`src/rtl/knight_pkg.sv`:
```
// Shared constants and the perceptual gamma table for the knight_trail afterglow stage.
// The table is only consulted when KNIGHT_TRAIL_GAMMA_EN is defined.
package knight_pkg;

    localparam int KT_W         = 8;
    localparam int KT_LW        = 4;
    localparam int KT_LMAX      = (1 << KT_LW) - 1;
    localparam int KT_DECAY_DIV = 16;

    // Maps a 4-bit linear brightness level to PWM on-cycles per frame.
    function automatic logic [3:0] gamma4(input logic [3:0] lvl);
        logic [3:0] g;
        case (lvl)
            4'd0:    g = 4'd0;
            4'd1:    g = 4'd0;
            4'd2:    g = 4'd1;
            4'd3:    g = 4'd1;
            4'd4:    g = 4'd1;
            4'd5:    g = 4'd2;
            4'd6:    g = 4'd2;
            4'd7:    g = 4'd3;
            4'd8:    g = 4'd4;
            4'd9:    g = 4'd5;
            4'd10:   g = 4'd6;
            4'd11:   g = 4'd7;
            4'd12:   g = 4'd9;
            4'd13:   g = 4'd11;
            4'd14:   g = 4'd13;
            default: g = 4'd15;
        endcase
        return g;
    endfunction

endpackage

```
`src/rtl/trail_cell.sv`:
```
// One LED of the afterglow trail: brightness level register, load/decay and PWM compare.
// With KNIGHT_TRAIL_GAMMA_EN defined the compare uses the gamma-mapped level (LW=4 only).
module trail_cell
    import knight_pkg::*;
#(
    parameter int LW = KT_LW
) (
    input  logic          ck,
    input  logic          res,
    input  logic          in,
    input  logic          dt,
    input  logic [LW-1:0] pcnt,
    output logic          out
);

    localparam logic [LW-1:0] LMAX = {LW{1'b1}};

    logic [LW-1:0] level;
    logic [LW-1:0] eff;

`ifdef KNIGHT_TRAIL_GAMMA_EN
    assign eff = gamma4(level);
`else
    assign eff = level;
`endif

    // A live input bit beats a coincident decay tick; zero never wraps.
    always_ff @(posedge ck or negedge res) begin
        if (!res) begin
            level <= '0;
        end else if (in) begin
            level <= LMAX;
        end else if (dt && (level != '0)) begin
            level <= level - 1'b1;
        end
    end

    always_ff @(posedge ck or negedge res) begin
        if (!res) begin
            out <= 1'b0;
        end else begin
            out <= (eff > pcnt);
        end
    end

endmodule

```
`src/rtl/knight_trail.sv`:
```
// knight_trail: turns the scanner's on/off pattern into a PWM-rendered fading trail.
// Optional gamma compare is enabled by defining KNIGHT_TRAIL_GAMMA_EN.
module knight_trail
    import knight_pkg::*;
#(
    parameter int W         = KT_W,
    parameter int LW        = KT_LW,
    parameter int DECAY_DIV = KT_DECAY_DIV
) (
    input  logic         ck,
    input  logic         res,
    input  logic [W-1:0] in,
    output logic [W-1:0] out,
    output logic         frame
);

    localparam int            DW    = (DECAY_DIV > 1) ? $clog2(DECAY_DIV) : 1;
    localparam logic [LW-1:0] PLAST = LW'((1 << LW) - 2);
    localparam logic [DW-1:0] DLAST = DW'(DECAY_DIV - 1);

    logic [LW-1:0] pcnt;
    logic [DW-1:0] dcnt;
    logic          plast;
    logic          dt;

    assign plast = (pcnt == PLAST);
    assign dt    = plast && (dcnt == DLAST);

    // Frame is LMAX cycles long, so pcnt never reaches LMAX itself.
    always_ff @(posedge ck or negedge res) begin
        if (!res) begin
            pcnt  <= '0;
            dcnt  <= '0;
            frame <= 1'b0;
        end else begin
            frame <= plast;
            if (plast) begin
                pcnt <= '0;
                dcnt <= (dcnt == DLAST) ? '0 : dcnt + 1'b1;
            end else begin
                pcnt <= pcnt + 1'b1;
            end
        end
    end

    for (genvar i = 0; i < W; i++) begin : g_cell
        trail_cell #(.LW(LW)) u_cell (
            .ck  (ck),
            .res (res),
            .in  (in[i]),
            .dt  (dt),
            .pcnt(pcnt),
            .out (out[i])
        );
    end

endmodule

```
`config.mk`:
```
export PLATFORM = sky130hd
export DESIGN_NAME = knight_trail
export DESIGN_NICKNAME = d
export VERILOG_FILES = /design/src/rtl/knight_pkg.sv /design/src/rtl/trail_cell.sv /design/src/rtl/knight_trail.sv
export SDC_FILE = /design/constraint.sdc
export NUM_CORES = 1
export LEC_CHECK = 0
export CAP_MARGIN = 30
export CELL_PAD_IN_SITES_DETAIL_PLACEMENT = 1
export CELL_PAD_IN_SITES_GLOBAL_PLACEMENT = 2
export CORE_MARGIN = 2
export CORE_UTILIZATION = 43
export CTS_BUF_LIST = sky130_fd_sc_hd__clkbuf_4 sky130_fd_sc_hd__clkbuf_8
export DETAILED_ROUTE_END_ITERATION = 6
export PLACE_DENSITY = 0.91
export SETUP_SLACK_MARGIN = 0.5
export SYNTH_ARGS = -nofsm -noshare
export SYNTH_HDL_FRONTEND = slang
export SYNTH_SLANG_ARGS = --single-unit
```
`constraint.sdc`:
```
create_clock -name ck -period 3.1 [get_ports ck]
set_input_delay 0.31 -clock ck [delete_from_list [all_inputs] [get_ports ck]]
set_output_delay 0.31 -clock ck [all_outputs]
set_load 0.02 [all_outputs]
```
==> results_dict.tcl, run 1 <==
set metrics [dict create \
    peakVddDrop_v 0.000131 \
    fin_worst_skew_ns 0.00415 \
    drive_gt1_share_pct 4.01 \
    nets 374 \
    clk_latency_ns 0.30 \
    combPwrFrac_pct 3.7 \
    drc_errors 0 \
    core-area_um2 6790 \
    tritoncts "built" \
    clock_sinks 49 \
    finalSetupTns_ns 0 \
    worstPathBufferInverterCount 0 \
    grt_pass1_wl_um 11500 \
    gp_congestion 0.706 \
    min_period_over_period_pct 68.2 \
    ant_nets 0 \
    ys.flop_type "dfrtp_1" \
    clockBufferDepth 2 \
    crit_chain "nand4b_1, or4b_1, o21ai_1, or3b_1" \
    reg2reg_slack_ns 0.99 \
    p_total_mw 1.06 \
    layout_common_cells "49 x dfrtp_1, 41 x ha_1, 32 x inv_1" \
    final.fill_count 777 \
    seqPwrFrac_pct 60.3 \
    regToRegStartpoint "pcnt[0]$_DFF_PN0_" \
    synth_enable_flop_cells 0 \
    crit_start "pcnt[0]$_DFF_PN0_" \
    max_slew_margin_pct 59.4 \
    syn-num-nets 357 \
    antenna_found_initial 0 \
    cp-start-kind "register" \
    synthCells 306 \
    yosysSeqAreaShare_pct 40.7 \
    vias_per_cell 5.54 \
    fp.dieW_um 87.7 \
    cts_setup_buffers 0 \
    routed_wl_um 6540 \
    clk_transition_reported_paths_ns 0.09 \
    switching_share_pct 23.6 \
    port_buffers 18 \
    avgSynthCellArea_um2 9.84 \
    synth-seq-cells 49 \
    path_max_fanout 13 \
    p_clk_share_pct 36.0 \
    grt_pass1_vias 2418 \
    cp.arrival_ns 2.31 \
    cpPeakStageDelay_ns 0.63 \
    power_density_nw_per_um2 316 \
    slowest_stage "or4b_1" \
    period_needed_ns 2.11 \
    path_delay_family "simple AND/OR/NAND/NOR gates" \
    finalSetupViolCount 0 \
    track_usage_pct 19.2 \
    status "finished, final reports clean" \
    yosys_warnings 0 \
    wl_per_cell_um 15.6 \
    tightestPinTransition_ns 0.609 \
    leakage_nw 1.48 \
    first_iter_violations 61 \
    fmax_mhz 473 \
    hold_path_class "in -> async" \
    grt_max_degree 26 \
    area_growth_pct 11.1 \
    rows 30 \
    insertedDiodeCount 0 \
    die_area_um2 7690 \
    vias 2328 \
    cts_root_buf "clkbuf_8" \
    drv_slew 0 \
    reg2reg_depth 4 \
    postCtsResizedCells 0 \
    async_flop_share_pct 100 \
    cp_num_cells 4 \
    cts_max_level 2 \
    drv_cap 0 \
    ys_types 31 \
    first_pass_iters 4 \
    initial_core_util_pct 44.3 \
    cts_buffers 5 \
    rsz0062_at_grt "no" \
    timing.final.hold_violations 0 \
    seq_area_um2 1230 \
    final_common_cell "dfrtp_1" \
    timing.hold.ws_ns 0.00781 \
    ios 19 \
    synth.cell_area_um2 3010 \
    hpwl_um 4740 \
    p_switching_mw 0.249 \
    multiInputGateArea_um2 1590 \
    die_h_um 87.7 \
    overflow 0 \
    p_int_mw 0.809 \
    worstPathRequired_ns 3.29 \
    critPathKind "reg -> reg" \
    worst_setup_path_end_kind "register" \
    ctsHoldBuffers 0 \
]
[power groups by stage]
stage / Clock [mW] / Combinational, mW / Sequential [mW]
floorplan: 0 / 0.00636 / 0.651
finish: 0.381 / 0.0388 / 0.639
detailed placement: 0 / 0.0400 / 0.651
CTS: 0.395 / 0.0402 / 0.639
global placement: 0 / 0.0391 / 0.651
global route: 0.418 / 0.0435 / 0.639
[registers in the layout, indices dropped and copies added (netlist names)]
signal,count
frame,1
dcnt,4
g_cell.u_cell.out,8
g_cell.u_cell.eff,32
pcnt,4
[Yosys cell counts, types with 7 or more instances]
cell type	count	area [µm²]
dfrtp_1	49	1230
ha_1	41	513
inv_1	32	120
a21oi_1	25	125
nand2_1	17	63.8
a31oi_1	15	93.8
a211oi_1	13	97.6
nor2b_1	12	75.1
nor2_1	10	37.5
xnor2_1	10	87.6
a211o_1	8	70.1
buf_4	8	60.1
nand2b_1	7	43.8
nor3b_1	7	52.6
nor4_1	7	43.8
o211ai_1	7	52.6
o21ai_0	7	35.0
[kinds of logic after synthesis]
family	count (synthesis)	share of synthesized area, %
AO/OA/AOI/OAI	79	16.7
multiplexers	2	0.665
AND/OR/NAND/NOR	81	15.5
XOR/XNOR	10	2.91
flip-flops	49	40.7
buffers and inverters	44	6.56
adder cells (fa/ha/maj)	41	17.0
[stage by stage]
step | std cells | worst slack [ns] | cell area [µm²] | util (%)
2_1_floorplan | 306 | 1.14 | 3010 | -
3_3_place_gp | 412 | 1.01 | 3260 | 48.0
3_5_place_dp | 412 | 0.981 | 3260 | 48.0
4_1_cts | 420 | 0.963 | 3350 | 49.2
5_1_grt | 420 | 0.852 | 3350 | 49.2
6_report | 420 | 0.986 | 3350 | 49.2
[area by class of cell]
type,instances,area share (%)
flip-flops and latches,49,36.6
repair buffers,22,6.13
multi-input cells,213,47.5
well taps,96,3.59
clock inverters,3,0.524
inverters,32,3.59
clock buffers,5,2.06
[per-layer routing]
metal	share of wire [%]	routed length (µm)	global-route usage (%)	vias up
li1	-	-	-	1135
met1	48	3110	25.0	1150
met2	49	3200	33.0	32
met3	2.2	144	3.49	11
met4	1.3	87	4.76	0
met5	0	0	0	-
[final timing paths]
| path | to |
|---|---|
| max in group asynchronous | g_cell[0].u_cell.eff[0]$_DFFE_PN0P_ |
| max | g_cell[6].u_cell.eff[3]$_DFFE_PN0P_ |
| min | g_cell[1].u_cell.eff[3]$_DFFE_PN0P_ |
| min in group ck | pcnt[0]$_DFF_PN0_ |
| max reg2reg | g_cell[6].u_cell.eff[3]$_DFFE_PN0P_ |
| min reg2reg | pcnt[0]$_DFF_PN0_ |
No activity file was read; power rests on OpenSTA's default activity.
==> run 2, diff against run 1 <==
Settings changed: CORE_UTILIZATION 43 to 40, PLACE_DENSITY 0.91 to 0.85.
Clock period 3.1 ns to 2.1 ns, I/O delays scaled along.
==> run 2 against run 1 <==
The flow now finishes with violations (negative hold slack); via count up 7.6%; critical endpoint unchanged; final cell count up 7.6%; sequential power up 48%; setup slack worse by 0.79 ns; register-to-register slack worse by 0.79 ns; maximum frequency up 11%.
==> results_dict.tcl, run 2 (synthesis gave the netlist of run 1 again) <==
set metrics [dict create \
    period_needed_ns 1.90 \
    initial_core_util_pct 41.5 \
    wl_per_cell_um 18.1 \
    grt_pass1_vias 2516 \
    insertedDiodeCount 0 \
    ant_nets 0 \
    critPathKind "reg -> reg" \
    power_density_nw_per_um2 448 \
    leakage_nw 1.66 \
    final.fill_count 819 \
    area_growth_pct 29.6 \
    status "finished with violations" \
    drv_cap 0 \
    grt_max_degree 50 \
    combPwrFrac_pct 3.2 \
    met1_usage_pct 23.0 \
    rsz0062_at_grt "yes" \
    first_pass_iters 4 \
    antenna_found_initial 0 \
    cts_root_buf "clkbuf_8" \
    p_total_mw 1.75 \
    clock_sinks 49 \
    first_iter_violations 92 \
    top_usage_layer "met2" \
    overflow 0 \
    peakVddDrop_v 0.000300 \
    largest_reg_flops 32 \
    grt_pass1_wl_um 12500 \
    worstPathRequired_ns 2.29 \
    timing.hold.ws_ns -0.0179 \
    rows 31 \
    nets 403 \
    hpwl_um 4890 \
    tightestPinTransition_ns 0.660 \
    port_buffers 18 \
    fmax_mhz 525 \
    drc_errors 0 \
    die_area_um2 8240 \
    min_period_over_period_pct 90.6 \
    violations "negative hold slack" \
    final_common_cell "dfrtp_1" \
    tritoncts "built" \
    p_switching_mw 0.384 \
    fin_worst_skew_ns 0.00534 \
    drive_gt1_share_pct 23.5 \
    hold_path_class "in -> async" \
    fp.dieW_um 90.8 \
    track_usage_pct 18.9 \
    die_h_um 90.8 \
    vias_per_cell 5.54 \
    seqPwrFrac_pct 53.9 \
    path_max_fanout 5 \
    cpPeakStageDelay_ns 0.56 \
    clk_transition_reported_paths_ns 0.10 \
    cts_max_level 2 \
    max_slew_margin_pct 56.0 \
    worst_setup_path_end_kind "register" \
    routed_wl_um 8180 \
    timing.final.hold_violations 4 \
    cp.arrival_ns 2.10 \
    slowest_stage "or4b_4" \
    finalSetupViolCount 0 \
    clk_latency_ns 0.31 \
    use_met2_pct 34.1 \
    ios 19 \
    layout_common_cells "46 x dfrtp_1, 34 x ha_1, 26 x inv_1" \
    p_clk_share_pct 42.9 \
    met3_usage_pct 3.26 \
    p_int_mw 1.37 \
    crit_chain "ha_4, nand2_1, or4b_4, o21ai_2, or3b_1" \
    vias 2504 \
    gp_congestion 0.751 \
    finalSetupTns_ns 0 \
    drv_slew 0 \
    cts_buffers 5 \
    cp-start-kind "register" \
    switching_share_pct 21.9 \
    clockBufferDepth 2 \
    core-area_um2 7250 \
]
-- run 2: cell types whose count changed in the layout (fill, tap and decap cells not counted), sizes merged --
cell	delta
clkinv	-2
bufinv	+1
nand3	+1
clkbuf	+3
inv	-3
clkinvlp	+3
buf	+26
-- run 2: path summary, 6_finish.rpt --
kind / start / end / slack (ns) / cells past startpoint
setup / recovery: dcnt[0]$_DFFE_PN0N_ / g_cell[6].u_cell.eff[3]$_DFFE_PN0P_ / 0.20 / 5
hold / removal: res / g_cell[0].u_cell.eff[2]$_DFFE_PN0P_ / -0.02 / 2
setup reg to reg: dcnt[0]$_DFFE_PN0N_ / g_cell[6].u_cell.eff[3]$_DFFE_PN0P_ / 0.20 / 5
hold reg to reg: pcnt[1]$_DFF_PN0_ / pcnt[0]$_DFF_PN0_ / 0.51 / 1
max in group asynchronous: res / pcnt[0]$_DFF_PN0_ / 1.63 / 2
min in group ck: pcnt[1]$_DFF_PN0_ / pcnt[0]$_DFF_PN0_ / 0.51 / 1
-- run 2: final cells by class --
class | instances | area [µm²] | share of cell area (%)
Tap cell | 99 | 124 | 3.17
Timing Repair Buffer | 49 | 463 | 11.9
Clock inverter | 1 | 30.0 | 0.769
Sequential cell | 49 | 1230 | 31.5
Timing Repair inverter | 1 | 7.51 | 0.192
Inverter | 32 | 131 | 3.37
Multi-Input combinational cell | 214 | 1830 | 46.8
Clock buffer | 7 | 90.1 | 2.31
-- run 2: metrics by stage --
stage	util (%)	setup slack, ns	instance area, µm²	cells
6_report	53.8	0.197	3900	452
5_1_grt	53.8	0.161	3900	452
3_3_place_gp	45.9	0.283	3330	419
3_5_place_dp	45.9	0.225	3330	419
4_1_cts	50.4	0.261	3650	438
2_1_floorplan	-	0.226	3060	306
-- run 2: repair_timing --
action,4_1_cts,5_1_grt
pin swaps,6,13
endpoints found under the setup margin,40,43
gates resized for setup,25,28
hold buffers,0,0
cloned,2,2
buffers inserted,9,12
-- run 2: critical path: cells and delay by family (launching register included) --
kind,cells,cell delay (ns)
flops,1,0.43
simple gates,3,1.01
fa+ha+maj,1,0.20
compound gates,1,0.14
-- run 2: routing by layer --
metal  part of all wire, %  wire (µm)
met5                     0          0
met4                   1.7        137
met3                   2.1        169
met2                    52       4260
met1                    44       3620
-- run 2: power by group through the flow --
stage / clock (mW) / sequential, mW / combinational (mW)
2_1_floorplan: 0 / 0.962 / 0.00938
3_3_place_gp: 0 / 0.961 / 0.0571
3_5_place_dp: 0 / 0.961 / 0.0578
4_1_cts: 0.765 / 0.943 / 0.0581
5_1_grt: 0.800 / 0.943 / 0.0641
6_report: 0.750 / 0.943 / 0.0566
